### src/rtl/vx_tag_fill_ctrl_pkg.sv
// Shared definitions for the tag-store write sequencer: walk state encoding and sizing helpers.
// PERF_CTR_BITS may be overridden on the command line before this file is read.
`ifndef PERF_CTR_BITS
`define PERF_CTR_BITS 44
`endif

package vx_tag_fill_ctrl_pkg;

  localparam int PERF_CTR_BITS = `PERF_CTR_BITS;

  // Encoding is shared with the other bank controllers, so the values are pinned.
  typedef enum logic [1:0] {
    INIT  = 2'd0,
    IDLE  = 2'd1,
    FLUSH = 2'd2
  } fill_state_e;

  function automatic int lines_per_bank(input int cache_size, input int line_size,
                                        input int num_banks);
    return cache_size / (line_size * num_banks);
  endfunction

  function automatic int line_select_bits(input int lines);
    return (lines > 1) ? $clog2(lines) : 1;
  endfunction

endpackage

### src/rtl/vx_tag_fill_ctrl_line_walker.sv
// Line counter that steps through every line of a bank; shared with the data-store initialiser.
module vx_line_walker #(
  parameter int CTR_BITS = 2,
  parameter int LAST     = 3
) (
  input  logic                clk,
  input  logic                reset,
  input  logic                start_i,
  input  logic                step_i,
  output logic [CTR_BITS-1:0] ctr_o,
  output logic                last_o
);

  logic [CTR_BITS-1:0] ctr_q, ctr_d;

  assign last_o = (ctr_q == CTR_BITS'(LAST));
  assign ctr_o  = ctr_q;

  // Stepping off the last line returns to 0 so the next walk starts clean.
  always_comb begin
    ctr_d = ctr_q;
    if (start_i) begin
      ctr_d = '0;
    end else if (step_i) begin
      ctr_d = last_o ? '0 : ctr_q + CTR_BITS'(1);
    end
  end

  always_ff @(posedge clk) begin
    if (reset) begin
      ctr_q <= '0;
    end else begin
      ctr_q <= ctr_d;
    end
  end

endmodule

### src/rtl/vx_tag_fill_ctrl.sv
// Tag-store write sequencer for one cache bank: merges line fills with reset/flush walks.
// Optional feature macro: TAG_FILL_PERF_EN adds fill/flush performance counters.
module vx_tag_fill_ctrl
  import vx_tag_fill_ctrl_pkg::*;
#(
  parameter int CACHE_ID         = 0,
  parameter int BANK_ID          = 0,
  parameter int CACHE_SIZE       = 1,
  parameter int CACHE_LINE_SIZE  = 1,
  parameter int NUM_BANKS        = 1,
  parameter int WORD_SIZE        = 1,
  parameter int BANK_ADDR_OFFSET = 0,
  parameter int FLUSH_ON_RESET   = 1,
  parameter int LINE_ADDR_WIDTH  = 8
) (
  input  logic                       clk,
  input  logic                       reset,
  input  logic                       fill_req_valid,
  input  logic [LINE_ADDR_WIDTH-1:0] fill_req_addr,
  output logic                       fill_req_ready,
  input  logic                       flush_req_valid,
  output logic                       flush_req_ready,
  output logic                       flush_done,
  output logic                       tag_fill,
  output logic                       tag_is_flush,
  output logic [LINE_ADDR_WIDTH-1:0] tag_addr,
  output logic                       busy
`ifdef TAG_FILL_PERF_EN
  ,
  output logic [PERF_CTR_BITS-1:0]   perf_fills,
  output logic [PERF_CTR_BITS-1:0]   perf_flushes
`endif
);

  localparam int LINES_PER_BANK   = lines_per_bank(CACHE_SIZE, CACHE_LINE_SIZE, NUM_BANKS);
  localparam int LINE_SELECT_BITS = line_select_bits(LINES_PER_BANK);

  if ((LINES_PER_BANK < 1) || ((LINES_PER_BANK & (LINES_PER_BANK - 1)) != 0) ||
      (CACHE_LINE_SIZE < WORD_SIZE) || (BANK_ID >= NUM_BANKS) || (BANK_ADDR_OFFSET < 0) ||
      (LINE_ADDR_WIDTH < LINE_SELECT_BITS)) begin : g_cfg_err
    $error("vx_tag_fill_ctrl cache %0d bank %0d: unsupported geometry", CACHE_ID, BANK_ID);
  end

  fill_state_e                state_q, state_d;
  logic                       tag_fill_q, tag_fill_d;
  logic                       tag_is_flush_q, tag_is_flush_d;
  logic [LINE_ADDR_WIDTH-1:0] tag_addr_q, tag_addr_d;
  logic                       flush_done_q, flush_done_d;
  logic                       walk_start, walk_step, walk_last;
  logic [LINE_SELECT_BITS-1:0] walk_ctr;

  vx_line_walker #(
    .CTR_BITS (LINE_SELECT_BITS),
    .LAST     (LINES_PER_BANK - 1)
  ) u_walker (
    .clk     (clk),
    .reset   (reset),
    .start_i (walk_start),
    .step_i  (walk_step),
    .ctr_o   (walk_ctr),
    .last_o  (walk_last)
  );

  // Fills win over flushes in IDLE; a walk writes one invalidate per cycle until the last line.
  always_comb begin
    state_d         = state_q;
    tag_fill_d      = 1'b0;
    tag_is_flush_d  = 1'b0;
    tag_addr_d      = tag_addr_q;
    flush_done_d    = 1'b0;
    walk_start      = 1'b0;
    walk_step       = 1'b0;
    fill_req_ready  = (state_q == IDLE);
    flush_req_ready = (state_q == IDLE) && !fill_req_valid;
    case (state_q)
      IDLE: begin
        if (fill_req_valid) begin
          tag_fill_d = 1'b1;
          tag_addr_d = fill_req_addr;
        end else if (flush_req_valid) begin
          state_d    = FLUSH;
          walk_start = 1'b1;
        end
      end
      INIT, FLUSH: begin
        tag_fill_d     = 1'b1;
        tag_is_flush_d = 1'b1;
        tag_addr_d     = LINE_ADDR_WIDTH'(walk_ctr);
        walk_step      = 1'b1;
        if (walk_last) begin
          state_d      = IDLE;
          flush_done_d = 1'b1;
        end
      end
      default: state_d = IDLE;
    endcase
  end

  always_ff @(posedge clk) begin
    if (reset) begin
      state_q        <= (FLUSH_ON_RESET != 0) ? INIT : IDLE;
      tag_fill_q     <= 1'b0;
      tag_is_flush_q <= 1'b0;
      tag_addr_q     <= '0;
      flush_done_q   <= 1'b0;
    end else begin
      state_q        <= state_d;
      tag_fill_q     <= tag_fill_d;
      tag_is_flush_q <= tag_is_flush_d;
      tag_addr_q     <= tag_addr_d;
      flush_done_q   <= flush_done_d;
    end
  end

  assign tag_fill     = tag_fill_q;
  assign tag_is_flush = tag_is_flush_q;
  assign tag_addr     = tag_addr_q;
  assign flush_done   = flush_done_q;
  assign busy         = (state_q != IDLE);

`ifdef TAG_FILL_PERF_EN
  // The reset walk is not a requested flush, so only handshakes are counted.
  logic [PERF_CTR_BITS-1:0] perf_fills_q, perf_flushes_q;

  always_ff @(posedge clk) begin
    if (reset) begin
      perf_fills_q   <= '0;
      perf_flushes_q <= '0;
    end else begin
      if (fill_req_valid && fill_req_ready) begin
        perf_fills_q <= perf_fills_q + PERF_CTR_BITS'(1);
      end
      if (flush_req_valid && flush_req_ready) begin
        perf_flushes_q <= perf_flushes_q + PERF_CTR_BITS'(1);
      end
    end
  end

  assign perf_fills   = perf_fills_q;
  assign perf_flushes = perf_flushes_q;
`endif

endmodule

### config.mk
export PLATFORM = sky130hd
export DESIGN_NAME = vx_tag_fill_ctrl
export DESIGN_NICKNAME = d
export VERILOG_FILES = /design/src/rtl/vx_tag_fill_ctrl_pkg.sv /design/src/rtl/vx_tag_fill_ctrl_line_walker.sv /design/src/rtl/vx_tag_fill_ctrl.sv
export SDC_FILE = /design/constraint.sdc
export NUM_CORES = 1
export LEC_CHECK = 0
export BUFFER_PORTS_ARGS = -buffer_cell sky130_fd_sc_hd__buf_2
export CORE_AREA = 2 2 39 41
export CTS_CLUSTER_DIAMETER = 30
export DETAILED_ROUTE_END_ITERATION = 10
export DIE_AREA = 0 0 41 43
export PLACE_DENSITY = 0.75
export SLEW_MARGIN = 10
export SYNTH_ARGS = -nofsm -noshare
export SYNTH_HDL_FRONTEND = slang
export SYNTH_SLANG_ARGS = --single-unit
### constraint.sdc
create_clock -name clk -period 2.5 [get_ports clk]
set_input_delay 0 -clock clk [delete_from_list [all_inputs] [get_ports clk]]
set_output_delay 0 -clock clk [all_outputs]
set_load 0.005 [all_outputs]
# --- After elaboration in Yosys (flattened, before gate mapping) ---
# Cells that the tools add are included.
# Widths: inputs -> output; s select.
word_totals:
  reg_bits: 14
  out_inout_bits: 14
  inputBits: 12
classes:
  bitwise_logic: 1
  n_mux: 14
  addsub: 1
  n_eq_ne: 7
  reduce_logical: 9
ops:
  columns: ["cell", "n"]
  rows:
  - ["$pmux 8 s2", 1]
  - ["$mux 8", 1]
  - ["$mux 1", 7]
  - ["$mux 2", 3]
  - ["$ne 2x2->1 const B", 3]
  - ["$reduce_or 2->1", 3]
  - ["$ne 2x1->1 const B", 2]
  - ["$pmux 2 s2", 1]
  - ["$reduce_and 3->1", 1]
  - ["$eq 2x1->1 const B", 1]
  - ["$eq 2x2->1 const B", 1]
  - ["$logic_not 2->1", 1]
  - ["$pmux 1 s2", 1]
  - ["$reduce_and 2->1", 1]
  - ["$reduce_bool 2->1", 1]
  - ["$add 1x1->1 const B", 1]
  - ["$logic_and 1x1->1", 1]
  - ["$logic_not 1->1", 1]
  - ["$not 1->1", 1]

# --- Depth between registers and ports, before layout ---
# Gate-level depths: netlist of run 1.
depth:
  word_depth: 4
  depth_mapped: 4

# --- Cells and area by module ---
# Synthesis of run 1 repeated with hierarchy kept, for this count alone.
hier_totals:
  hier_cells: 60
  area_unflattened_um2: 520.5
modules_own_cells:
  columns: ["mod", "cells_per_inst", "n_inst", "area_each_um2"]
  rows:
  - ["vx_tag_fill_ctrl", 56, 1, 498.0]
  - ["vx_line_walker", 4, 1, 22.5]

# --- Worst setup path after synthesis of run 1 ---
# Ideal clock, no wire load.
synth_timing:
  path_kind: "register to register"
  startpoint: "register state_q[1]"
  endpoint: "register tag_addr_q[0] (netlist: tag_addr[0])"
  t_arrival_ns: 0.776
  required_ns: 2.434
  path_slack_ns: 1.658
  path_stages_with_launch: 5
  setup_ns: 0.066
  cell_sequence: "dfxtp_1 > nand2b_1 > buf_6 > nand2_2 > a21oi_2"
synth_between:
  elab_chain_len: 4
  elab_cells_between_ends: 8
  classes_between: "eq/ne: 3; mux: 1; reduce/logical: 4"
synth_rtl:
  columns: ["item", "line", "rtl"]
  rows:
  - ["from (decl)", "vx_tag_fill_ctrl.sv:44", "fill_state_e state_q, state_d;"]
  - ["from (signal assigned)", "vx_tag_fill_ctrl.sv:101", "state_q <= (FLUSH_ON_RESET != 0) ? INIT : IDLE;"]
  - ["from (signal assigned)", "vx_tag_fill_ctrl.sv:107", "state_q <= state_d;"]
  - ["$eq 2x2->1 / $logic_not 2->1 (equally long branches)", "vx_tag_fill_ctrl.sv:75", "case (state_q)"]
  - ["$reduce_or 2->1", "vx_tag_fill_ctrl.sv:75", null]
  - ["$reduce_bool 2->1 (no line)", null, null]
  - ["$reduce_and 2->1 (no line)", null, null]
  - ["to (signal assigned)", "vx_tag_fill_ctrl.sv:110", "tag_addr_q <= tag_addr_d;"]
  - ["to (decl)", "vx_tag_fill_ctrl.sv:47", "logic [LINE_ADDR_WIDTH-1:0] tag_addr_q, tag_addr_d;"]
# Several ways; a longest one is shown, not always the timed one.
# A chain may end at the register's enable or synchronous reset.

# --- Final worst setup path of run 1 ---
layout_timing:
  startpoint: "register state_q[0]"
  endpoint: "register state_q[0]"
layout_between:
  elab_chain_len: 4
  elab_cells_between_ends: 9
  classes_between: "eq/ne: 5; mux: 1; reduce/logical: 3"
layout_rtl:
  columns: ["item", "line"]
  rows:
  - ["$eq 2x2->1 / $logic_not 2->1 (equally long branches)", "vx_tag_fill_ctrl.sv:75"]
  - ["$reduce_or 2->1", "vx_tag_fill_ctrl.sv:75"]
  - ["$ne 2x2->1 (no line)", null]
  - ["$reduce_and 3->1 (no line)", null]
# Several ways; a longest one is shown, not always the timed one.

==> results of run 1 <==
==> what timing repair did <==
action / in CTS / in global routing
hold endpoints to repair: 13 / 0
hold buffers: 11 / 0
setup endpoints to repair: 0 / 0
resized for setup: 0 / 0
==> through the flow <==
step                cells  hold WS (ns)  utilization [%]
finish                105        0.0166             54.8
global route          105       0.00854             54.8
CTS                   105        0.0108             54.8
detailed placement     90         0.196             44.9
global placement       90         0.188             44.9
floorplan              52        0.0326                -
==> layer usage <==
metal | share of wire (%) | vias to the layer above
met3 | 11 | 5
met1 | 43 | 205
met5 | 0 | -
met4 | 2.1 | 0
li1 | - | 238
met2 | 45 | 23
==> logic make-up (layout without fill, tap and decap cells) <==
logic type,Yosys count,after routing,synth area share (%)
flip-flops,13,13,52.0
AND/OR/NAND/NOR,25,25,26.5
AO/OA/AOI/OAI,10,10,16.0
buffers and inverters,4,41,5.50
==> area by class of cell <==
type | count | area, um2
flip-flops and latches | 13 | 260
clock buffers | 4 | 26.3
well taps | 16 | 20.0
repair buffers | 36 | 235
multi-input cells | 35 | 213
fillers | 144 | 626
inverters | 1 | 3.75
==> sequential cells by signal, indices dropped and copies added, names as in the netlist <==
signal / flops
flush_done: 1
state_q: 2
tag_addr: 8
tag_fill: 1
tag_is_flush: 1
==> cell usage in the layout (no fill, tap or decap) <==
cell,n
a21oi_1,2
a21oi_2,8
buf_2,25
clkbuf_1,1
clkbuf_4,3
dfxtp_1,13
dlygate4sd3_1,11
inv_1,1
nand2_1,9
nand2_2,8
nand2b_1,2
nor2_1,3
nor2b_1,2
nor3b_2,1
==> path summary, 6_finish.rpt <==
| kind | startpoint | to | slack (ns) | depth (start not counted) |
|---|---|---|---|---|
| max reg2reg | state_q[0] | state_q[0] | 1.08 | 3 |
| min | fill_req_valid | state_q[1] | 0.02 | 4 |
| max | state_q[0] | state_q[0] | 1.08 | 3 |
| min reg2reg | tag_addr[6] | tag_addr[6] | 0.46 | 2 |
==> cell usage after synthesis <==
cell      number
nor2b_1        2
inv_1          1
dfxtp_1       13
nand2b_1       2
nand2_1        9
nand2_2        8
buf_6          1
nor3b_2        1
buf_2          1
a21oi_2        8
a21oi_1        2
nor2_1         3
buf_4          1
==> power by group through the flow <==
| stage | clock (mW) | sequential, mW | combinational (mW) |
|---|---|---|---|
| after floorplan | 0 | 0.226 | 0.0268 |
| after global placement | 0 | 0.225 | 0.0462 |
| after detailed placement | 0 | 0.226 | 0.0471 |
| after CTS | 0.136 | 0.221 | 0.0605 |
| after global routing | 0.150 | 0.222 | 0.0665 |
| final | 0.130 | 0.221 | 0.0601 |
==> worst max-delay path: stages (launching register included) <==
cell and delay (ns):
dfxtp_1 0.41, nor3b_2 0.25, a21oi_1 0.10, dlygate4sd3_1 0.55
==> results.yml, run 1 <==
routing:
  vias: 471
  dr.pass1.iters: 3
  drc: 0
  drtIter0Drc: 2
  vias_per_cell: 4.49
  wl_per_cell_um: 10.6
  final_antenna_net_count: 0
  wirelength_um: 1110
synth:
  syn_nets: 64
  yosysSeqAreaShare_pct: 52.0
  yosys.area.top_type: "dfxtp_1"
  synthCells: 52
  synthesis.area_um2: 500
  syn_avg_cell_area_um2: 9.62
  synth_top_cell_area_share_pct: 52.0
  ys_types: 13
  ys_seq_elements: 13
  synth_area_leaders: "dfxtp_1, a21oi_2, nand2_2, nand2_1, nand2b_1"
  synth_warnings: 0
global_routing:
  grt_pass1_vias: 382
  grt_max_degree: 10
  use_met1_pct: 14.3
  grt_overflow: 0
  grt.total_usage_pct: 15.0
  grt_busiest_layer: "met2"
  use_met3_pct: 11.0
  grt_pass1_wl_um: 1620
  antenna_found_initial: 0
  grtUsageMet2_pct: 21.6
cts:
  clk_pin_slew_ns: 0.07
  clock_latency_ns: 0.28
  cts-root-buf: "clkbuf_4"
  cts_max_level: 1
  cts_buffer_depth: 2
  numCtsBuffers: 3
  clock_sinks: 13
  cts_tree: "done"
  post_cts_buffers: 0
place:
  hpwl_um: 722
  place_area_um2: 622
  dp_slack_ns: 1.36
  gp_congestion: 0.629
  portBuffers: 25
power:
  switchingPower_mw: 0.101
  p_comb_share_pct: 14.6
  p_total_mw: 0.410
  vdd_drop_max_uv: 256
  switching_share_pct: 24.5
  powerDensity_mw_per_mm2: 541
  p_clk_share_pct: 31.6
  internal-power_mw: 0.310
  seq_power_share_pct: 53.8
  leakage_nw: 0.345
setup_path:
  critPathMaxFanout: 6
  critPathKind: "flip-flop to flip-flop"
  cp.arrival_ns: 1.59
  start_kind: "flip-flop"
  crit_required_ns: 2.67
  worst_setup_path_end_kind: "flip-flop"
sta:
  setup_viol_count_final: 0
  drv_slew: 0
  fmax_mhz: 705
  worstMarginPinSlew_ns: 0.528
  finalHoldViolCount: 0
  worst_slack_ns: 1.08
  fin_crit_ns: 1.42
  slew_headroom_pct: 64.7
  min_period_over_period_pct: 56.8
  skew_ns: 0.00312
  rsz0062_at_grt: "no"
  fin_tns_setup_ns: 0
flow_run:
  maxCapViolations: 0
die:
  num_io_pins: 26
  core_area_mm2: 0.00138
  die_w_um: 41
  rows: 14
  dieArea_mm2: 0.00176
  die_height_um: 43
  start_util_pct: 36.2
cells_and_area:
  fin_area_um2: 758
  drive_above_1_share_pct: 50.6
  n_antenna_cell: 0
  synthToLayoutAreaGrowth_pct: 51.5
  layout.nets: 102
outcome:
  status: "complete, no violations"
min_path:
  hold_path.class: "primary input to flip-flop"
Note: power is estimated with default switching activity, not from simulation.
==> run 2: changes to the inputs <==
Clock period 2.5 ns to 1.36 ns, I/O delays scaled along.
==> run 2 against run 1 <==
Largest power group unchanged. Count of clock-buffer cells in the layout is the same. Global-route usage shrank 1.1 points. Final cell count is the same.
==> results.yml, run 2 (synthesis gave the netlist of run 1 again) <==
outcome:
  status: "complete, no violations"
cells_and_area:
  synthToLayoutAreaGrowth_pct: 51.0
  fin_area_um2: 756
  final_cell_mix: "buf_2, dfxtp_1, dlygate4sd3_1"
  final_common_cell: "buf_2"
  drive_above_1_share_pct: 51.7
  layout.nets: 102
  n_antenna_cell: 0
  largest_register_ffs: 8
  nFillCells: 134
global_routing:
  grt_overflow: 0
  grt_pass1_wl_um: 1650
  grt.total_usage_pct: 13.9
  grt_max_degree: 10
  grt_pass1_vias: 416
  antenna_found_initial: 0
sta:
  fin_crit_ns: 1.13
  slew_headroom_pct: 67.1
  skew_ns: 0.00348
  min_period_over_period_pct: 82.9
  rsz0062_at_grt: "no"
  fmax_mhz: 887
  finalHoldViolCount: 0
  setup_viol_count_final: 0
  worstMarginPinSlew_ns: 0.494
  drv_slew: 0
  fin_tns_setup_ns: 0
die:
  die_height_um: 43
  start_util_pct: 36.2
  die_w_um: 41
  num_io_pins: 26
  core_area_mm2: 0.00138
  dieArea_mm2: 0.00176
  rows: 14
cts:
  cts_resized: 0
  numCtsBuffers: 3
  clock_sinks: 13
  cts_tree: "done"
  postCtsHoldBufs: 10
  cts_max_level: 1
  clock_latency_ns: 0.27
  clk_pin_slew_ns: 0.08
  cts_buffer_depth: 2
  cts-root-buf: "clkbuf_4"
  post_cts_buffers: 0
routing:
  drc: 0
  vias: 444
  vias_per_cell: 4.23
  dr.max_layer_used: "met3"
  wirelength_um: 1000
  wl_per_cell_um: 9.52
  drtIter0Drc: 1
  dr.pass1.iters: 2
  wirelength_met1_um: 458
  dr_wl_met2_um: 444
  final_antenna_net_count: 0
  dr_wl_met3_um: 98
power:
  leakage_nw: 0.346
  switchingPower_mw: 0.173
  p_total_mw: 0.743
  vdd_drop_max_uv: 706
  p_clk_share_pct: 30.6
  p_comb_share_pct: 14.7
  seq_power_share_pct: 54.7
  internal-power_mw: 0.569
  switching_share_pct: 23.4
  powerDensity_mw_per_mm2: 983
setup_path:
  crit_required_ns: 1.56
  start_kind: "flip-flop"
  crit_chain: "nand2b_1, nand2_2, a21oi_2"
  critPathKind: "flip-flop to flip-flop"
  worst_setup_path_end_kind: "flip-flop"
  cp.arrival_ns: 1.33
  cpMaxStageDelayCell: "nand2b_1"
  critPathMaxFanout: 9
  cpPeakStageDelay_ns: 0.44
place:
  gp_congestion: 0.640
  portBuffers: 25
  hpwl_um: 733
  place_area_um2: 629
flow_run:
  maxCapViolations: 0
min_path:
  hold_path.class: "primary input to flip-flop"
[run 2: critical path: cells and delay by family (launching register included)]
kind | cells | cell delay (ns)
AOI/OAI and AO/OA | 1 | 0.14
and+or+nand+nor | 2 | 0.54
DFF | 1 | 0.38
[run 2: per-stage QoR]
stage / utilization, % / hold slack (ns) / cells / setup slack, ns
2_1_floorplan: - / 0.0326 / 52 / 0.518
3_3_place_gp: 45.5 / 0.187 / 91 / 0.280
3_5_place_dp: 45.5 / 0.199 / 91 / 0.230
4_1_cts: 54.6 / 0.0102 / 105 / 0.218
5_1_grt: 54.6 / 0.0465 / 105 / 0.119
6_report: 54.6 / 0.0231 / 105 / 0.232
[run 2: power groups by stage]
| stage | clock network (mW) | logic (mW) | registers, mW |
|---|---|---|---|
| after global routing | 0.267 | 0.122 | 0.408 |
| after floorplan | 0 | 0.0493 | 0.416 |
| after CTS | 0.240 | 0.111 | 0.407 |
| after detailed placement | 0 | 0.0886 | 0.415 |
| after global placement | 0 | 0.0870 | 0.414 |
| final | 0.227 | 0.110 | 0.406 |
[run 2: layout make-up]
class	count	area [um2]	area share, %
clock buffer	4	26.3	3.48
inverter	1	3.75	0.497
multi-input combinational	35	213	28.1
sequential	13	260	34.4
tap	16	20.0	2.65
timing repair buffer	36	233	30.8
[run 2: worst paths after layout]
check | slack [ns] | cells past startpoint | start | endpoint
max | 0.23 | 3 | state_q[1] | tag_addr[3]
min | 0.02 | 4 | fill_req_valid | state_q[1]
max reg2reg | 0.23 | 3 | state_q[1] | tag_addr[3]
min reg2reg | 0.46 | 2 | tag_addr[6] | tag_addr[6]
[run 2: metal layers]
metal | track usage, % | vias up
li1 | - | 237
met4 | 2.00 | 0
met1 | 16.7 | 185
met5 | 0 | -
met2 | 20.0 | 22
met3 | 10.5 | 0
==> run 3: changes to the inputs <==
Clock period 1.36 ns to 1.18 ns, I/O delays scaled along.
==> run 3 against run 2 <==
Via count increased by 5.2%. Routed wire length increased by 1.9%. Non-clock buffer count increased by 1. Hold slack got worse by 0.0051 ns. Cell area increased by 0.99%. Utilization increased by 0.54 points. First-iteration DRC count increased to 3.0 times the previous value. Count of clock-buffer cells in the layout unchanged. Register-to-register slack about the same. Clock skew decreased by 0.0024 ns. Critical endpoint is now flush_req_ready.
==> results.yml, run 3 (synthesis gave the netlist of run 1 again) <==
setup_path:
  start_kind: "flip-flop"
  crit_required_ns: 1.18
  rr_worst_depth: 4
  critPathKind: "flip-flop to output pin"
  r2r_slack_ns: 0.22
  critPathMaxFanout: 6
  rr_endpoint: "tag_addr[3]"
  r2r-start: "state_q[1]"
  worst_setup_path_end_kind: "output pin"
  cp.arrival_ns: 1.06
die:
  rows: 14
  start_util_pct: 36.2
  die_w_um: 41
  num_io_pins: 26
  die_height_um: 43
  dieArea_mm2: 0.00176
  core_area_mm2: 0.00138
place:
  hpwl_um: 708
  portBuffers: 25
  gp_congestion: 0.649
sta:
  drv_slew: 0
  setup_viol_count_final: 0
  finalHoldViolCount: 0
  rsz0062_at_grt: "no"
  min_period_over_period_pct: 89.6
  worstMarginPinSlew_ns: 0.474
  hold_ws_ns: 0.0180
  skew_ns: 0.00107
  slew_headroom_pct: 68.4
  fmax_mhz: 946
  fin_tns_setup_ns: 0
  fin_crit_ns: 1.06
routing:
  drc: 0
  wl_per_cell_um: 9.61
  drtIter0Drc: 3
  wirelength_um: 1020
  vias: 467
  dr.pass1.iters: 2
  final_antenna_net_count: 0
  vias_per_cell: 4.41
cts:
  cts_max_level: 1
  cts-root-buf: "clkbuf_4"
  cts_tree: "done"
  post_cts_buffers: 0
  numCtsBuffers: 3
  cts_buffer_depth: 2
  clk_pin_slew_ns: 0.07
  clock_latency_ns: 0.27
  clock_sinks: 13
min_path:
  hold_start: "fill_req_valid"
  worstHoldPathCells: 4
  hold_path.class: "primary input to flip-flop"
  hold_path_end: "state_q[1]"
cells_and_area:
  largest_register_ffs: 8
  drive_above_1_share_pct: 52.2
  final_cell_mix: "buf_2, dfxtp_1, dlygate4sd3_1"
  final_common_cell: "buf_2"
  nFillCells: 125
  layout.nets: 103
  n_antenna_cell: 0
  synthToLayoutAreaGrowth_pct: 52.5
global_routing:
  grt_max_degree: 10
  grt.total_usage_pct: 13.7
  antenna_found_initial: 0
  grt_pass1_wl_um: 1590
  grt_pass1_vias: 441
  grt_overflow: 0
power:
  vdd_drop_max_uv: 638
  leakage_nw: 0.350
  powerDensity_mw_per_mm2: 1130
flow_run:
  maxCapViolations: 0
outcome:
  status: "complete, no violations"
==> run 3: cell count changes in the layout (fill, tap and decap cells not counted) <==
cell	before	now
buf_4	1	2
==> run 3: worst max-delay path by stage <==
| stage | end | cells after the start | slack, ns | start |
|---|---|---|---|---|
| after floorplan | tag_addr[0] | 4 | 0.34 | state_q[1] |
| after detailed placement | tag_addr[3] | 4 | 0.23 | state_q[1] |
| final | flush_req_ready | 2 | 0.12 | state_q[0] |
| after CTS | flush_req_ready | 2 | 0.11 | state_q[0] |
| after global placement | tag_addr[7] | 4 | 0.26 | state_q[1] |
| after global routing | flush_req_ready | 2 | 0.03 | state_q[0] |
==> run 3: per-stage QoR <==
step | std cells | setup slack [ns] | power (mW) | cell area (um2) | utilization (%)
final | 106 | 0.122 | 0.861 | 763 | 55.2
after global routing | 106 | 0.0276 | 0.919 | 763 | 55.2
after detailed placement | 92 | 0.228 | 0.584 | 637 | 46.0
after floorplan | 52 | 0.338 | 0.536 | 500 | -
after global placement | 92 | 0.262 | 0.582 | 637 | 46.0
after CTS | 106 | 0.110 | 0.880 | 763 | 55.2
==> run 3: layout make-up <==
type	count	area, um2	area share, %
Multi-Input combinational cell	35	213	27.9
Inverter	1	3.75	0.492
Tap cell	16	20.0	2.62
Clock buffer	4	26.3	3.44
Sequential cell	13	260	34.1
Timing Repair Buffer	37	240	31.5
==> run 3: timing repair <==
item	4_1_cts	5_1_grt
endpoints found under the setup margin	0	0
hold buffers	10	0
gates resized for setup	0	0
endpoints found under the hold margin	13	0
==> run 3: routing by layer <==
| layer | track usage (%) | part of all wire, % |
|---|---|---|
| met5 | 0 | 0 |
| met1 | 14.1 | 44 |
| met3 | 6.81 | 8.4 |
| met2 | 21.3 | 47 |
| met4 | 8.00 | 0.79 |
==> run 3: worst max-delay path: stages, from the launching register on <==
cell and delay (ns):
dfxtp_1 0.40, nor3b_2 0.24, buf_2 0.15
==> run 3: power breakdown <==
part,total [mW],switching (mW),internal (mW)
Clock,0.263,0.133,0.131
Sequential,0.467,0.0104,0.457
Combinational,0.130,0.0588,0.0712
Total,0.861,0.202,0.659
